File: src/rtl/riscv_pkg.sv
`default_nettype none
// ============================================================================
// Module      : riscv_pkg
// Description : Shared fetch-path constants and the queued fetch entry type.
// Revision    : 1.0 - initial release
// ============================================================================
package riscv_pkg;

  localparam int unsigned IFQ_DEPTH        = 2;
  localparam logic [31:0] RESET_PC_DEFAULT = 32'h0000_0000;

  typedef struct packed {
    logic [31:0] pc;
    logic [31:0] instr;
  } fetch_entry_t;

  // Sequential PC; wraps naturally modulo 2^32.
  function automatic logic [31:0] pc_next(input logic [31:0] pc);
    return pc + 32'd4;
  endfunction

endpackage
`default_nettype wire

File: src/rtl/ifq_fifo.sv
`default_nettype none
// ============================================================================
// Module      : ifq_fifo
// Description : Instruction queue; registered, no bypass, flushable, head zeroed when empty.
// Revision    : 1.0 - initial release
// ============================================================================
module ifq_fifo
  import riscv_pkg::*;
#(
  parameter int unsigned DEPTH = IFQ_DEPTH
) (
  input  logic                       clk,
  input  logic                       rst,
  input  logic                       i_push,
  input  fetch_entry_t               i_data,
  input  logic                       i_pop,
  input  logic                       i_flush,
  output fetch_entry_t               o_head,
  output logic                       o_full,
  output logic                       o_empty,
  output logic [$clog2(DEPTH+1)-1:0] o_count
);

  localparam int unsigned      PTR_W   = (DEPTH > 1) ? $clog2(DEPTH) : 1;
  localparam int unsigned      CNT_W   = $clog2(DEPTH + 1);
  localparam logic [PTR_W-1:0] c_LAST  = PTR_W'(DEPTH - 1);
  localparam logic [CNT_W-1:0] c_DEPTH = CNT_W'(DEPTH);

  fetch_entry_t     r_mem [DEPTH];
  logic [PTR_W-1:0] r_wr_ptr;
  logic [PTR_W-1:0] r_rd_ptr;
  logic [CNT_W-1:0] r_count;
  logic             w_pop;

  assign o_empty = (r_count == '0);
  assign o_full  = (r_count == c_DEPTH);
  assign o_count = r_count;
  assign w_pop   = i_pop && !o_empty;
  assign o_head  = o_empty ? '0 : r_mem[r_rd_ptr];

  always_ff @(posedge clk or posedge rst) begin
    if (rst) begin
      r_wr_ptr <= '0;
      r_rd_ptr <= '0;
      r_count  <= '0;
    end else if (i_flush) begin
      r_wr_ptr <= '0;
      r_rd_ptr <= '0;
      r_count  <= '0;
    end else begin
      if (i_push) r_wr_ptr <= (r_wr_ptr == c_LAST) ? '0 : r_wr_ptr + PTR_W'(1);
      if (w_pop)  r_rd_ptr <= (r_rd_ptr == c_LAST) ? '0 : r_rd_ptr + PTR_W'(1);
      case ({i_push, w_pop})
        2'b10:   r_count <= r_count + CNT_W'(1);
        2'b01:   r_count <= r_count - CNT_W'(1);
        default: r_count <= r_count;
      endcase
    end
  end

  always_ff @(posedge clk) begin
    if (i_push && !i_flush) r_mem[r_wr_ptr] <= i_data;
  end

  // A simultaneous pop frees the slot, so only a push without pop may not hit a full queue.
  always_ff @(posedge clk) begin
    if (!rst && !i_flush) a_no_overflow: assert (!(i_push && !w_pop && o_full));
  end

endmodule
`default_nettype wire

File: src/rtl/ifetch.sv
`default_nettype none
// ============================================================================
// Module      : ifetch
// Description : In-order instruction fetch with bounded in-flight requests and redirect drop.
// Revision    : 1.0 - initial release
// ============================================================================
module ifetch
  import riscv_pkg::*;
#(
  parameter logic [31:0] RESET_PC = RESET_PC_DEFAULT,
  parameter int unsigned DEPTH    = IFQ_DEPTH
) (
  input  logic        clk,
  input  logic        reset,
  output logic        imem_req_o,
  output logic [31:0] imem_addr_o,
  input  logic        imem_gnt_i,
  input  logic        imem_rvalid_i,
  input  logic [31:0] imem_rdata_i,
  input  logic        redirect_i,
  input  logic [31:0] redirect_pc_i,
  output logic        instr_valid_o,
  output logic [31:0] instr_o,
  output logic [31:0] pc_o,
  input  logic        instr_ready_i
);

  localparam int unsigned      CNT_W   = $clog2(DEPTH + 1);
  localparam logic [CNT_W:0]   c_DEPTH = (CNT_W + 1)'(DEPTH);

  logic [31:0]      r_fetch_pc;
  logic [31:0]      r_resp_pc;
  logic [CNT_W-1:0] r_outstanding;
  logic [CNT_W-1:0] r_drop;

  logic [CNT_W-1:0] w_q_count;
  logic [CNT_W:0]   w_inflight;
  logic [CNT_W-1:0] w_gnt_inc;
  logic [CNT_W-1:0] w_rsp_dec;
  logic [31:0]      w_target;
  logic             w_grant;
  logic             w_push;
  logic             w_pop;
  logic             w_q_empty;
  logic             w_q_full;
  fetch_entry_t     w_push_entry;
  fetch_entry_t     w_head;

  assign w_target     = {redirect_pc_i[31:2], 2'b00};
  assign w_inflight   = {1'b0, r_outstanding} + {1'b0, w_q_count};
  assign imem_req_o   = !reset && !redirect_i && !w_q_full && (w_inflight < c_DEPTH);
  assign imem_addr_o  = r_fetch_pc;
  assign w_grant      = imem_req_o && imem_gnt_i;
  assign w_gnt_inc    = CNT_W'(w_grant);
  assign w_rsp_dec    = CNT_W'(imem_rvalid_i && (r_outstanding != '0));
  assign w_push       = imem_rvalid_i && !redirect_i && (r_drop == '0);
  assign w_pop        = instr_valid_o && instr_ready_i && !redirect_i;
  assign w_push_entry = '{pc: r_resp_pc, instr: imem_rdata_i};

  always_ff @(posedge clk or posedge reset) begin
    if (reset) begin
      r_fetch_pc    <= RESET_PC;
      r_resp_pc     <= RESET_PC;
      r_outstanding <= '0;
      r_drop        <= '0;
    end else if (redirect_i) begin
      // Every request still in flight after this cycle belongs to the old path.
      r_fetch_pc    <= w_target;
      r_resp_pc     <= w_target;
      r_outstanding <= r_outstanding - w_rsp_dec;
      r_drop        <= r_outstanding - w_rsp_dec;
    end else begin
      if (w_grant) r_fetch_pc <= pc_next(r_fetch_pc);
      if (w_push)  r_resp_pc  <= pc_next(r_resp_pc);
      if (imem_rvalid_i && (r_drop != '0)) r_drop <= r_drop - CNT_W'(1);
      r_outstanding <= r_outstanding + w_gnt_inc - w_rsp_dec;
    end
  end

  ifq_fifo #(
    .DEPTH (DEPTH)
  ) u_ifq (
    .clk     (clk),
    .rst     (reset),
    .i_push  (w_push),
    .i_data  (w_push_entry),
    .i_pop   (w_pop),
    .i_flush (redirect_i),
    .o_head  (w_head),
    .o_full  (w_q_full),
    .o_empty (w_q_empty),
    .o_count (w_q_count)
  );

  assign instr_valid_o = !w_q_empty;
  assign instr_o       = w_head.instr;
  assign pc_o          = w_head.pc;

endmodule
`default_nettype wire
File: config.mk
export PLATFORM = sky130hd
export DESIGN_NAME = ifetch
export DESIGN_NICKNAME = d
export VERILOG_FILES = /design/src/rtl/riscv_pkg.sv /design/src/rtl/ifq_fifo.sv /design/src/rtl/ifetch.sv
export SDC_FILE = /design/constraint.sdc
export NUM_CORES = 1
export LEC_CHECK = 0
export ABC_AREA = 1
export CAP_MARGIN = 20
export CELL_PAD_IN_SITES_DETAIL_PLACEMENT = 0
export CELL_PAD_IN_SITES_GLOBAL_PLACEMENT = 2
export CORE_AREA = 2 2 184 186
export CTS_BUF_LIST = sky130_fd_sc_hd__clkbuf_8
export DETAILED_ROUTE_END_ITERATION = 8
export DIE_AREA = 0 0 186 188
export PLACE_DENSITY = 0.73
export SLEW_MARGIN = 10
export SYNTH_ARGS = -nofsm -noshare
export SYNTH_HDL_FRONTEND = slang
export SYNTH_SLANG_ARGS = --single-unit
File: constraint.sdc
create_clock -name clk -period 4.2 [get_ports clk]
set_clock_uncertainty 0.1 [all_clocks]
set_input_delay 0.84 -clock clk [delete_from_list [all_inputs] [get_ports clk]]
set_output_delay 0.84 -clock clk [all_outputs]
set_load 0.01 [all_outputs]
==> impl_metrics.env <==
export IMPL_result_of_the_run="completed"
export IMPL_htreeDepth=4
export IMPL_io_pins=168
export IMPL_finalSetupTns_ns=0
export IMPL_start_util_pct=28.41
export IMPL_cp_data_required_time_ns=3.26
export IMPL_first_pass_detailed_route_iteration_total=5
export IMPL_antenna_found_initial=0
export IMPL_drt_iter0_drc=426
export IMPL_synth_xor_area_share_pct=1.117
export IMPL_finished_layout_cells=1711
export IMPL_global_route_overflow_total=0
export IMPL_critPathMaxFanout=34
export IMPL_timing_final_crit_share_pct=81.17
export IMPL_routed_via_density=4.416
export IMPL_min_delay_path_class="reg -> reg"
export IMPL_average_wire_length_per_cell_after_detail_routing_um=15.97
export IMPL_report_final_hold_viol_count=0
export IMPL_maximum_number_of_pins_on_one_net_before_global_route_repair=63
export IMPL_holdBufCountCts=0
export IMPL_critical_path_arrival_ns=2.47
export IMPL_synth_mux_area_share_pct=0
export IMPL_synth_enable_flop_cells=124
export IMPL_placement_cell_area_um2=11560
export IMPL_postSynth_asyncResetShare_pct=35.42
export IMPL_layout_filler_cells=3402
export IMPL_worst_slew_pin_transition_ns=0.6997
export IMPL_cts_tree="built"
export IMPL_p_leak_nw=4.771
export IMPL_cts_root_to_sink_buffers=2
export IMPL_period_needed_ns=3.409
export IMPL_synth_top_area_share_pct=39.58
export IMPL_yosys_area_share_adder_pct=1.011
export IMPL_nets=1327
export IMPL_clock_root_buffer="sky130_fd_sc_hd__clkbuf_8"
export IMPL_clkTransAtPathRegs_ns=0.13
export IMPL_achievable_frequency_mhz=293.3
export IMPL_port_buffers=161
export IMPL_power_per_cell_area_nw_per_um2=488.7
export IMPL_post_dp_hpwl_um=19230
export IMPL_numCtsBuffers=17
export IMPL_synth_area_in_simple_gates_pct=26.35
export IMPL_synth_top_family_by_area="simple AND/OR/NAND/NOR gates"
export IMPL_cts_num_sinks=192
export IMPL_max_vdd_ir_drop_uv=215.9
export IMPL_floorplan_die_width_um=186
export IMPL_area_used_by_sequential_logic_in_the_layout_um2=5426
export IMPL_synth_area_top_cells="sky130_fd_sc_hd__edfxtp_1 40%, sky130_fd_sc_hd__dfrtp_1 18%, sky130_fd_sc_hd__nand2_1 16%"
export IMPL_post_place_cells=1679
export IMPL_multi_input_comb_area_um2=3432
export IMPL_synthDominantAreaCellType="sky130_fd_sc_hd__edfxtp_1"
export IMPL_clk_insertion_delay_late_ns=0.47
export IMPL_worst_setup_path_end_kind="output pin"
export IMPL_max_slew_margin_rel_pct=53.35
export IMPL_grt_setup_unrepaired="false"
export IMPL_synthCells=1095
export IMPL_synth_seq_cells=192
export IMPL_finalWeightedCongestion=0.7752
export IMPL_timing_max_cap_violations=0
export IMPL_drc=0
export IMPL_num_antenna_cells=0
export IMPL_compound_gate_fraction_of_synth_area_pct=7.607
export IMPL_wirelength_um=27330
export IMPL_synthFlopType="sky130_fd_sc_hd__edfxtp_1"
export IMPL_layout_area_overhead_vs_synth_pct=27.44
export IMPL_vias=7556
export IMPL_die_area_um2=34970
export IMPL_worst_setup_path_type="reg -> out"
export IMPL_sequential_element_share_of_the_synthesized_area_pct=57.67
export IMPL_netlist_area_um2=9408
export IMPL_synth_avg_cell_area_um2=8.592
export IMPL_drive_gt1_share_pct=5.305
export IMPL_via_count_of_the_first_global_routing_pass=7402
export IMPL_grt_usage_pct=15.78
export IMPL_layout_cells_most_common="sky130_fd_sc_hd__nand2_1"
export IMPL_design_core_area_um2=33110
export IMPL_die_h_um=188
export IMPL_drtAntennaViolNets=0
export IMPL_yosysWarnings=0
export IMPL_final_number_of_setup_violating_endpoints=0
export IMPL_grt_first_pass_wirelength_um=41920
export IMPL_fin_hold_ws_ns=0.4078
export IMPL_worstSetupStartpointType="register"
export IMPL_cts_resized=0
export IMPL_placementRows=67
export IMPL_synth_lib_cells_used_distinct=35
export IMPL_most_common_layout_cells="408 x sky130_fd_sc_hd__nand2_1, 161 x sky130_fd_sc_hd__clkdlybuf4s50_1, 124 x sky130_fd_sc_hd__edfxtp_1"
export IMPL_finalMaxSlewViolations=0
export IMPL_final_design_area_no_fill_um2=11990
export IMPL_cts_setup_buffers=0
cells in the mapped netlist (all sizes together) (2+ instances only):
| library cell | count |
|---|---|
| a21oi | 78 |
| or2 | 2 |
| nor2 | 104 |
| buf | 19 |
| edfxtp | 124 |
| o211ai | 12 |
| nand4 | 13 |
| o21bai | 3 |
| clkbuf | 20 |
| ha | 6 |
| inv | 105 |
| o21ai | 36 |
| nand2 | 409 |
| nand3 | 74 |
| xor2 | 11 |
| dfrtp | 68 |
| o311ai | 2 |
final cells by class:
class	count	share of cell area, %
clock buffer	17	1.952
clock inverter	15	1.618
inverter	106	3.319
multi-input combinational	761	28.63
sequential	192	45.26
tap	448	4.675
timing repair buffer	172	14.55
cell families (layout without fill, tap and decap cells):
logic type,after synthesis,after routing
other cells,1,4
simple gates,605,605
compound gates,133,133
buf+inv,145,310
fa+ha+maj,7,7
xor+xnor,12,12
flops,192,192
flip-flops by register name, summed over array words and instances (netlist names):
signal,count
imem_addr_o,30
r_drop,2
r_outstanding,2
r_resp_pc,30
u_ifq.o_count,2
u_ifq.r_mem,124
u_ifq.r_rd_ptr,1
u_ifq.r_wr_ptr,1
worst paths after layout:
| kind | from | endpoint | slack [ns] | cells after the start |
|---|---|---|---|---|
| worst min-delay path | r_resp_pc[5]$_DFFE_PP0N_ | u_ifq.r_mem[0][37]$_DFFE_PP_ | 0.41 | 0 |
| worst min register to register | r_resp_pc[5]$_DFFE_PP0N_ | u_ifq.r_mem[0][37]$_DFFE_PP_ | 0.41 | 0 |
| worst max register to register | u_ifq.o_count[0]$_DFFE_PP0P_ | r_outstanding[1]$_DFF_PP0_ | 1.58 | 12 |
| min in group asynchronous | reset | r_outstanding[1]$_DFF_PP0_ | 0.66 | 2 |
| worst max-delay path | u_ifq.r_rd_ptr$_DFFE_PP0P_ | pc_o[6] | 0.79 | 5 |
| max in group asynchronous | reset | r_resp_pc[30]$_DFFE_PP0N_ | 2.46 | 3 |
routing by layer:
layer  wire length [µm]  vias up  track usage, %
li1                   -     3869               -
met3               1426       12           3.282
met1              13140     3493           22.07
met5                  0        -               0
met4                235        0           2.816
met2              12530      182           25.41
metrics by stage:
| stage | setup slack, ns | util [%] | total power, mW |
|---|---|---|---|
| 2_1_floorplan | 0.9403 | - | 3.564 |
| 6_report | 0.7908 | 36.21 | 5.858 |
| 3_3_place_gp | 1.043 | 34.91 | 4.635 |
| 3_5_place_dp | 1.019 | 34.91 | 4.650 |
| 4_1_cts | 0.7218 | 36.21 | 5.959 |
| 5_1_grt | 0.6030 | 36.21 | 6.280 |
critical path, cell delays in order (launching register included):
cell	delay, ns
sky130_fd_sc_hd__dfrtp_2	0.43
sky130_fd_sc_hd__inv_2	0.49
sky130_fd_sc_hd__buf_12	0.27
sky130_fd_sc_hd__nand2_1	0.07
sky130_fd_sc_hd__a21oi_1	0.14
sky130_fd_sc_hd__clkdlybuf4s50_1	0.58
where the power goes:
group | internal, mW | switching (mW) | leakage (nW)
sequential | 2.28 | 0.267 | 1.95
clock | 0.474 | 0.814 | 0.213
combinational | 0.895 | 1.13 | 2.61
total | 3.65 | 2.21 | 4.77
(Power assumes the default switching activity.)
